===== config.mk =====
export PLATFORM = sky130hd
export DESIGN_NAME = mouse_axis_emu
export DESIGN_NICKNAME = d
export VERILOG_FILES = /design/src/rtl/mouse_axis_emu.sv
export SDC_FILE = /design/constraint.sdc
export NUM_CORES = 1
export LEC_CHECK = 0
export CAP_MARGIN = 20
export CORE_ASPECT_RATIO = 1.4
export CORE_MARGIN = 5
export CORE_UTILIZATION = 40
export CTS_CLUSTER_DIAMETER = 80
export DETAILED_ROUTE_END_ITERATION = 6
export HOLD_SLACK_MARGIN = 0.08
export PLACE_DENSITY = 0.77
export SLEW_MARGIN = 20
export SYNTH_ARGS = -nofsm -noshare
export SYNTH_HDL_FRONTEND = slang
export SYNTH_SLANG_ARGS = --single-unit
export TNS_END_PERCENT = 50

===== constraint.sdc =====
create_clock -name clk_sys -period 3.54 [get_ports clk_sys]
set_clock_uncertainty 0.1 [all_clocks]
set_input_delay 0.531 -clock clk_sys [delete_from_list [all_inputs] [get_ports clk_sys]]
set_output_delay 0.531 -clock clk_sys [all_outputs]
set_load 0.05 [all_outputs]

===== src/rtl/mouse_axis_emu.sv =====
// PS/2 mouse to analog-stick emulation: saturating signed X/Y positions, mouse buttons into the joystick word.
// Latency: a packet update is visible on ax/ay one clk_sys cycle after the strobe toggle is seen.
// Backpressure: none. Every packet is accepted unless a release condition discards it in the same cycle.
module mouse_axis_emu #(
  parameter int AXIS_W       = 8,
  parameter int SHIFT        = 1,
  parameter int STEP_MAX     = 10,
  parameter int BTN_POS      = 5,
  parameter int RECENTER_DIV = 0,
  parameter int IDLE_CYC     = 0
) (
  input  logic                  clk_sys,
  input  logic                  reset_n,
  input  logic [24:0]           ps2_mouse,
  input  logic [2*AXIS_W-1:0]   joya,
  input  logic [7:0]            joy_dig,
  input  logic                  halt,
  input  logic                  recenter_en,
  output logic [AXIS_W-1:0]     ax,
  output logic [AXIS_W-1:0]     ay,
  output logic [7:0]            j_out,
  output logic                  emu_active
);

  // Delta arithmetic runs wide enough for the 9-bit raw delta and for pos + delta without overflow.
  localparam int CW = (AXIS_W + 2 > 12) ? AXIS_W + 2 : 12;
  localparam int IW = (IDLE_CYC > 1) ? $clog2(IDLE_CYC) : 1;
  localparam int RW = (RECENTER_DIV > 1) ? $clog2(RECENTER_DIV) : 1;

  localparam logic [IW-1:0] IDLE_LAST = IW'((IDLE_CYC > 0) ? IDLE_CYC - 1 : 0);
  localparam logic [RW-1:0] DIV_LAST  = RW'((RECENTER_DIV > 0) ? RECENTER_DIV - 1 : 0);

  localparam logic signed [CW-1:0] STEP_HI = CW'(STEP_MAX);
  localparam logic signed [CW-1:0] STEP_LO = -STEP_HI;
  localparam logic signed [CW-1:0] POS_HI  = CW'((1 << (AXIS_W - 1)) - 1);
  localparam logic signed [CW-1:0] POS_LO  = ~POS_HI;

  logic                     old_stb;
  logic                     pkt;
  logic                     rel;
  logic                     idle_exp;
  logic                     div_run;
  logic                     tick;
  logic signed [AXIS_W-1:0] pos_x;
  logic signed [AXIS_W-1:0] pos_y;
  logic [IW-1:0]            idle_cnt;
  logic [RW-1:0]            div_cnt;

  // Shift, clamp and add one raw mouse delta to a position, saturating instead of wrapping.
  function automatic logic signed [AXIS_W-1:0] apply_delta(
    input logic signed [AXIS_W-1:0] pos,
    input logic                     sgn,
    input logic [7:0]               mag
  );
    logic signed [CW-1:0] ds;
    logic signed [CW-1:0] dc;
    logic signed [CW-1:0] sum;
    ds = {{(CW-8){sgn}}, mag};
    ds = ds >>> SHIFT;
    if (ds > STEP_HI)      dc = STEP_HI;
    else if (ds < STEP_LO) dc = STEP_LO;
    else                   dc = ds;
    sum = {{(CW-AXIS_W){pos[AXIS_W-1]}}, pos} + dc;
    if (sum > POS_HI)      sum = POS_HI;
    else if (sum < POS_LO) sum = POS_LO;
    return sum[AXIS_W-1:0];
  endfunction

  // One LSB toward zero; zero stays zero.
  function automatic logic signed [AXIS_W-1:0] toward_zero(input logic signed [AXIS_W-1:0] pos);
    if (pos == '0)            return pos;
    else if (pos[AXIS_W-1])   return pos + AXIS_W'(1);
    else                      return pos - AXIS_W'(1);
  endfunction

  assign pkt      = ps2_mouse[24] ^ old_stb;
  assign idle_exp = (IDLE_CYC > 0) && (idle_cnt == IDLE_LAST);
  assign rel      = (joya != '0) | halt | idle_exp;
  assign div_run  = (RECENTER_DIV > 0) && recenter_en && emu_active;
  assign tick     = div_run && (div_cnt == DIV_LAST);

  // Position, ownership, idle and recentre state; release beats packet, packet beats recentre tick.
  always_ff @(posedge clk_sys) begin
    if (!reset_n) begin
      old_stb    <= ps2_mouse[24];
      pos_x      <= '0;
      pos_y      <= '0;
      emu_active <= 1'b0;
      idle_cnt   <= '0;
      div_cnt    <= '0;
    end else begin
      old_stb <= ps2_mouse[24];
      div_cnt <= (div_run && !tick) ? div_cnt + 1'b1 : '0;
      if (rel) begin
        emu_active <= 1'b0;
        pos_x      <= '0;
        pos_y      <= '0;
        idle_cnt   <= '0;
      end else if (pkt) begin
        emu_active <= 1'b1;
        pos_x      <= apply_delta(pos_x, ps2_mouse[4], ps2_mouse[15:8]);
        pos_y      <= apply_delta(pos_y, ps2_mouse[5], ps2_mouse[23:16]);
        idle_cnt   <= '0;
      end else begin
        if (tick) begin
          pos_x <= toward_zero(pos_x);
          pos_y <= toward_zero(pos_y);
        end
        if ((IDLE_CYC > 0) && emu_active && !idle_exp)
          idle_cnt <= idle_cnt + 1'b1;
      end
    end
  end

  // Hand the axes and button bits to the mouse while it owns them, otherwise pass the real stick through.
  always_comb begin
    ax    = emu_active ? pos_x : joya[AXIS_W-1:0];
    ay    = emu_active ? pos_y : joya[2*AXIS_W-1:AXIS_W];
    j_out = joy_dig;
    if (emu_active) begin
      j_out[BTN_POS]   = ps2_mouse[0];
      j_out[BTN_POS+1] = ps2_mouse[1];
    end
  end

endmodule


### Word-level counts from Yosys, hierarchy flattened

Index checks and enable logic that the tools add are counted.

| operators by class | value |
|---|---|
| reductions and logical operators | 2 |
| bitwise logic cells | 3 |
| $lt $le $gt $ge | 8 |
| eq/ne operators | 0 |
| multipliers | 0 |
| $add $sub $neg | 2 |
| divide/modulo/power cells | 0 |
| mux-type cells | 17 |
| shift-type cells | 0 |

Operators by type and width:

| kind | count |
|---|---|
| 2-to-1 mux 12 bit | 10 |
| 2-to-1 mux 8 bit | 6 |
| adder 12 bit | 2 |
| > comparator 12 x 8 -> 1 bit (second input constant) | 2 |
| < comparator 12 x 8 -> 1 bit (second input constant) | 2 |
| > comparator 8 x 5 -> 1 bit (second input constant) | 2 |
| < comparator 8 x 5 -> 1 bit (second input constant) | 2 |
| nonzero test 16 bit | 1 |
| 2-to-1 mux 2 bit | 1 |
| OR reduction 2 bit | 1 |
| inverter 1 bit | 1 |
| OR 1 bit | 1 |
| XOR 1 bit | 1 |

| storage, ports and cells | value |
|---|---|
| flip-flop bits (word level) | 18 |
| RAM bits | 0 |
| memories kept | 0 |
| latch bits | 0 |
| word-level logic and storage cells | 36 |
| ROM bits | 0 |
| input port bits | 53 |

### Logic depth before layout (Yosys ltp)

Gate-level depths: netlist of the first run.

| depth | value |
|---|---|
| depth after elaboration | 10 |
| mapped depth | 12 |
| gate-level depth less buffers | 12 |

### Worst setup path before layout of the first run

OpenSTA, ideal clock, no wires.

| timing path | value |
|---|---|
| path kind | input-to-reg |
| from | in ps2_mouse[14] |
| to | reg pos_x[0] |
| library setup time | 0.100 ns |
| stages on the path | 10 |
| data required time | 3.340 ns |
| slack | -0.058 ns |
| path buffers | 0 |
| arrival time | 3.399 ns |
| cells stage by stage | nand4_1 > or2_2 > ha_1 > or3_1 > fa_1 > a211oi_2 > o31ai_1 > a2111o_1 > o211a_2 > a2111oi_4 |

| on the way | value |
|---|---|
| longest elaborated chain between the ends | 10 |
| elaborated cells on any way between the ends | 12 |

Ends and longest elaborated chain:

| element | RTL line | RTL |
|---|---|---|
| from (decl) | 14 | `input logic [24:0] ps2_mouse,` |
| < comparator 8 x 5 -> 1 bit | 61 | `else if (ds < STEP_LO) dc = STEP_LO;` |
| 2-to-1 mux 12 bit | 61 |  |
| 2-to-1 mux 12 bit (*) | 60 | `if (ds > STEP_HI) dc = STEP_HI;` |
| 2-to-1 mux 12 bit (*) | 99 | `end else if (pkt) begin` |
| 2-to-1 mux 12 bit (*) | 94 | `if (rel) begin` |
| 2-to-1 mux 12 bit (*) | 84 | `if (!reset_n) begin` |
| adder 12 bit (*) | 63 | `sum = {{(CW-AXIS_W){pos[AXIS_W-1]}}, pos} + dc;` |
| < comparator 12 x 8 -> 1 bit | 65 | `else if (sum < POS_LO) sum = POS_LO;` |
| 2-to-1 mux 8 bit | 65 |  |
| 2-to-1 mux 8 bit (*) | 64 | `if (sum > POS_HI) sum = POS_HI;` |
| to (signal assigned) | 101 | `pos_x <= apply_delta(pos_x, ps2_mouse[4], ps2_mouse[15:8]);` |
| to (signal assigned) | 106 | `pos_x <= toward_zero(pos_x);` |
| to (decl) | 44 | `logic signed [AXIS_W-1:0] pos_x;` |

Every way passes the cells marked *; elsewhere a longest branch is shown, timed or not. The select of a mux whose other input is x is not followed.
A chain may end at the register's enable or synchronous reset.

### Worst setup path in the final report of the first run

| timing path | value |
|---|---|
| from | in ps2_mouse[15] |
| to | reg pos_x[1] |

The elaborated chain is that of the path after synthesis.

==> results of run 1 <==
-- sequential cells by signal (all words and copies together) (netlist names) --
name	cells
emu_active	1
old_stb	1
pos_x	8
pos_y	8
-- cell families after synthesis --
kind of cell,count (synthesis)
simple gates,81
mux,18
buf+inv,20
xor+xnor,6
compound gates,70
fa+ha+maj,20
flops,18
-- layout make-up --
cell class	instances	area [µm²]	area share
tap	64	80.1	0.0253
timing repair buffer	105	947	0.299
multi-input combinational	195	1690	0.534
inverter	9	33.8	0.0107
clock buffer	4	55.1	0.0174
sequential	18	360	0.114
-- worst min-delay path, delay by kind of cell, from the launching register on --
family	cells	cell delay (ns)
compound gates	1	0.05
flops	1	0.34
simple gates	1	0.10
-- metal layers --
layer / wire (µm) / global-route usage / vias to the layer above
li1: - / - / 1064
met1: 2320 / 0.202 / 1017
met2: 3610 / 0.389 / 60
met3: 227 / 0.0184 / 23
met4: 303 / 0.116 / 0
met5: 0 / 0 / -
-- stage by stage --
stage	instance area (µm²)	instances	util
after floorplan	1930	233	-
after global placement	2860	389	0.600
after detailed placement	2860	389	0.600
after CTS	3070	395	0.644
after global routing	3170	395	0.664
final	3170	395	0.664
-- cells in the mapped netlist, types with 2 or more instances --
| cell type | number |
|---|---|
| nor2_1 | 45 |
| dfxtp_1 | 18 |
| ha_1 | 18 |
| mux2_2 | 18 |
| nand2_1 | 13 |
| a211oi_1 | 12 |
| a21oi_1 | 11 |
| inv_1 | 9 |
| a21o_1 | 7 |
| buf_4 | 6 |
| o211ai_1 | 6 |
| o21ai_0 | 6 |
| xnor2_1 | 4 |
| a211oi_2 | 3 |
| clkbuf_1 | 3 |
| nand3_1 | 3 |
| o21ai_1 | 3 |
| o21bai_1 | 3 |
| a2111oi_0 | 2 |
| a2111oi_4 | 2 |
| a211o_1 | 2 |
| a311oi_1 | 2 |
| fa_1 | 2 |
| nand2b_1 | 2 |
| nand4_1 | 2 |
| nor3b_1 | 2 |
| nor4_1 | 2 |
| or2_2 | 2 |
| or3_1 | 2 |
| xor2_1 | 2 |
-- power breakdown --
group	internal, µW	total, µW	switching, µW
sequential	203	203	0.251
clock	99.0	172	73.0
combinational	130	276	146
-- final timing paths --
path	from	cells past startpoint	endpoint	slack [ns]
worst min-delay path	pos_y[7]	2	pos_y[7]	0.43
worst min register to register	pos_y[7]	2	pos_y[7]	0.43
worst max-delay path	ps2_mouse[15]	11	pos_x[1]	0.13
worst max register to register	pos_x[0]	7	pos_x[1]	1.04
-- what timing repair did --
| item | CTS | global route |
|---|---|---|
| endpoints found under the setup margin | 15 | 15 |
| setup buffers | 3 | 0 |
| resized for setup | 34 | 26 |
| endpoints found under the hold margin | 0 | 0 |
| pin swaps | 29 | 27 |
==> results.py, run 1 <==
metrics = {
    "status": {
        "run_status": "finished clean",
    },
    "power": {
        "totalPowerFinal_uw": 651,
        "worst_ir_drop_vdd_uv": 141,
        "cellLeakagePower_uw": 0.00136,
        "cellPowerDensity_nw_per_um2": 206,
    },
    "clocking": {
        "cts-hold-fix-buffers": 0,
        "cts_buffer_depth": 2,
        "cts-buffers-inserted": 3,
        "clock_sink_count": 18,
        "worst_setup_hold_path_clk_slew_ns": 0.07,
        "cts_max_level": 1,
        "root_buffer": "clkbuf_8",
        "insertion_delay_ns": 0.26,
        "clock_tree_from_tritoncts": "built",
    },
    "timing": {
        "layout_min_cycle_time_ns": 3.41,
        "maxSlewViolCount": 0,
        "fin_ws_ns": 0.126,
        "fmaxAchievable_mhz": 293,
        "relSlewSlack": 0.514,
        "worst_slew_pin_slew_ns": 0.728,
        "layout_worst_path_cycle_share": 0.964,
        "total_negative_setup_slack_ns": 0,
        "fin_worst_hold_slack_ns": 0.434,
        "finalHoldViolations": 0,
        "finish_stage_setup_viols": 0,
    },
    "yosys": {
        "synth_top_family_by_area": "compound AO/OA/AOI/OAI gates",
        "synth.net_count": 306,
        "post_synth_and_or_nand_nor_area_fraction": 0.196,
        "synth-compound-area-share": 0.295,
        "synth_enable_flop_cells": 0,
        "netlist.area_leader.share": 0.187,
        "synth_seq_area_share": 0.187,
        "synth_seq_cells": 18,
        "yosys.area_share.adder": 0.138,
        "synth_area_leader_cell": "dfxtp_1",
        "post_synth_xor_area_fraction": 0.0273,
        "yosys_most_used_dff": "dfxtp_1",
        "postSynthAreaPerCell_um2": 8.26,
        "synth.yosys.warnings": 0,
        "async_reset_ff_frac": 0,
        "largest_cells_by_area_after_synthesis": "dfxtp_1 19%, ha_1 12%, mux2_2 11%, nor2_1 8.8%, a211oi_1 4.7%",
        "synth_cells": 233,
        "synth.mux.area_fraction": 0.105,
        "synth_area_um2": 1920,
        "synth_cell_types": 51,
    },
    "floorplan": {
        "initial_core_util": 0.404,
        "design.core.area_um2": 4770,
        "die_width_um": 68.6,
        "die_h_um": 92.1,
        "rows": 30,
        "fp.dieArea_um2": 6320,
        "top_level_ports": 78,
    },
    "placed_design": {
        "gp_routability_congestion": 0.913,
        "dp_hpwl_mm": 4.95,
        "preCtsSetupSlack_ns": -0.660,
        "portBuffers": 58,
    },
    "grt": {
        "first_global_vias": 2245,
        "grt_antenna_before_repair": 0,
        "grt.total_usage": 0.205,
        "grt_first_pass_wirelength_mm": 9.94,
        "grt_overflow_total": 0,
        "grt_start_max_net_pins": 23,
    },
    "finish": {
        "most-common-layout-cells": "45 x buf_4, 43 x nor2_1, 42 x clkdlybuf4s50_1",
        "areaGrowthSynthToFinish_pct": 64.5,
        "finalNetCount": 405,
        "layout.cells.most_common": "buf_4",
        "diodes": 0,
        "fillers": 386,
        "final_layout_size_suffix_gt1_frac": 0.341,
    },
    "setup_path": {
        "worst_path_max_delay_cell": "a2111o_1",
        "cp_cell_sequence": "dlygate4sd2_1 -> buf_4 -> a2111oi_4 -> nor2_2 -> or3_4 -> fa_2 -> a211oi_4 -> o31ai_4 -> a2111o_1 -> o211a_4 -> a2111oi_4",
        "worst-endpoint-required_ns": 3.60,
        "endpoint_kind": "flop",
        "cp_num_buf_inv": 2,
        "critPathArrivalTime_ns": 3.47,
        "timing.critical_path.max_delay_family": "compound AO/OA/AOI/OAI gates",
        "crit_path_max_fanout": 6,
        "timing_worst_setup_path_type": "in2reg",
        "slowest_delay_ns": 0.42,
        "cp_common_cell": "a2111oi_4",
        "timing.critical_path.from_type": "input port",
    },
    "routing": {
        "postRouteWirelength_mm": 6.46,
        "dr.first_iter.drc_count": 68,
        "antenna_violating_nets_post_route": 0,
        "routed_via_density": 5.48,
        "routedWlPerCell_um": 16.4,
        "tritonroute_pass_1_iters": 4,
        "vias": 2164,
        "drc": 0,
    },
    "job": {
        "timing.max_cap.violations": 0,
    },
    "min_path": {
        "timing.hold.worst.class": "reg2reg",
    },
}
Power figures use the tool's default switching activity.
==> inputs of run 2 (changes only) <==
--- a/config.mk
+++ b/config.mk
@@ -13,6 +13,7 @@
 export DETAILED_ROUTE_END_ITERATION = 6
 export HOLD_SLACK_MARGIN = 0.08
 export PLACE_DENSITY = 0.77
+export SKIP_LAST_GASP = 1
 export SLEW_MARGIN = 20
 export SYNTH_ARGS = -nofsm -noshare
 export SYNTH_HDL_FRONTEND = slang
==> results of run 2 <==
Same layout as run 1: the final DEF is identical, and so are final timing and power.
Among the figures that moved: via count of the first global-routing pass 2245 -> 2247
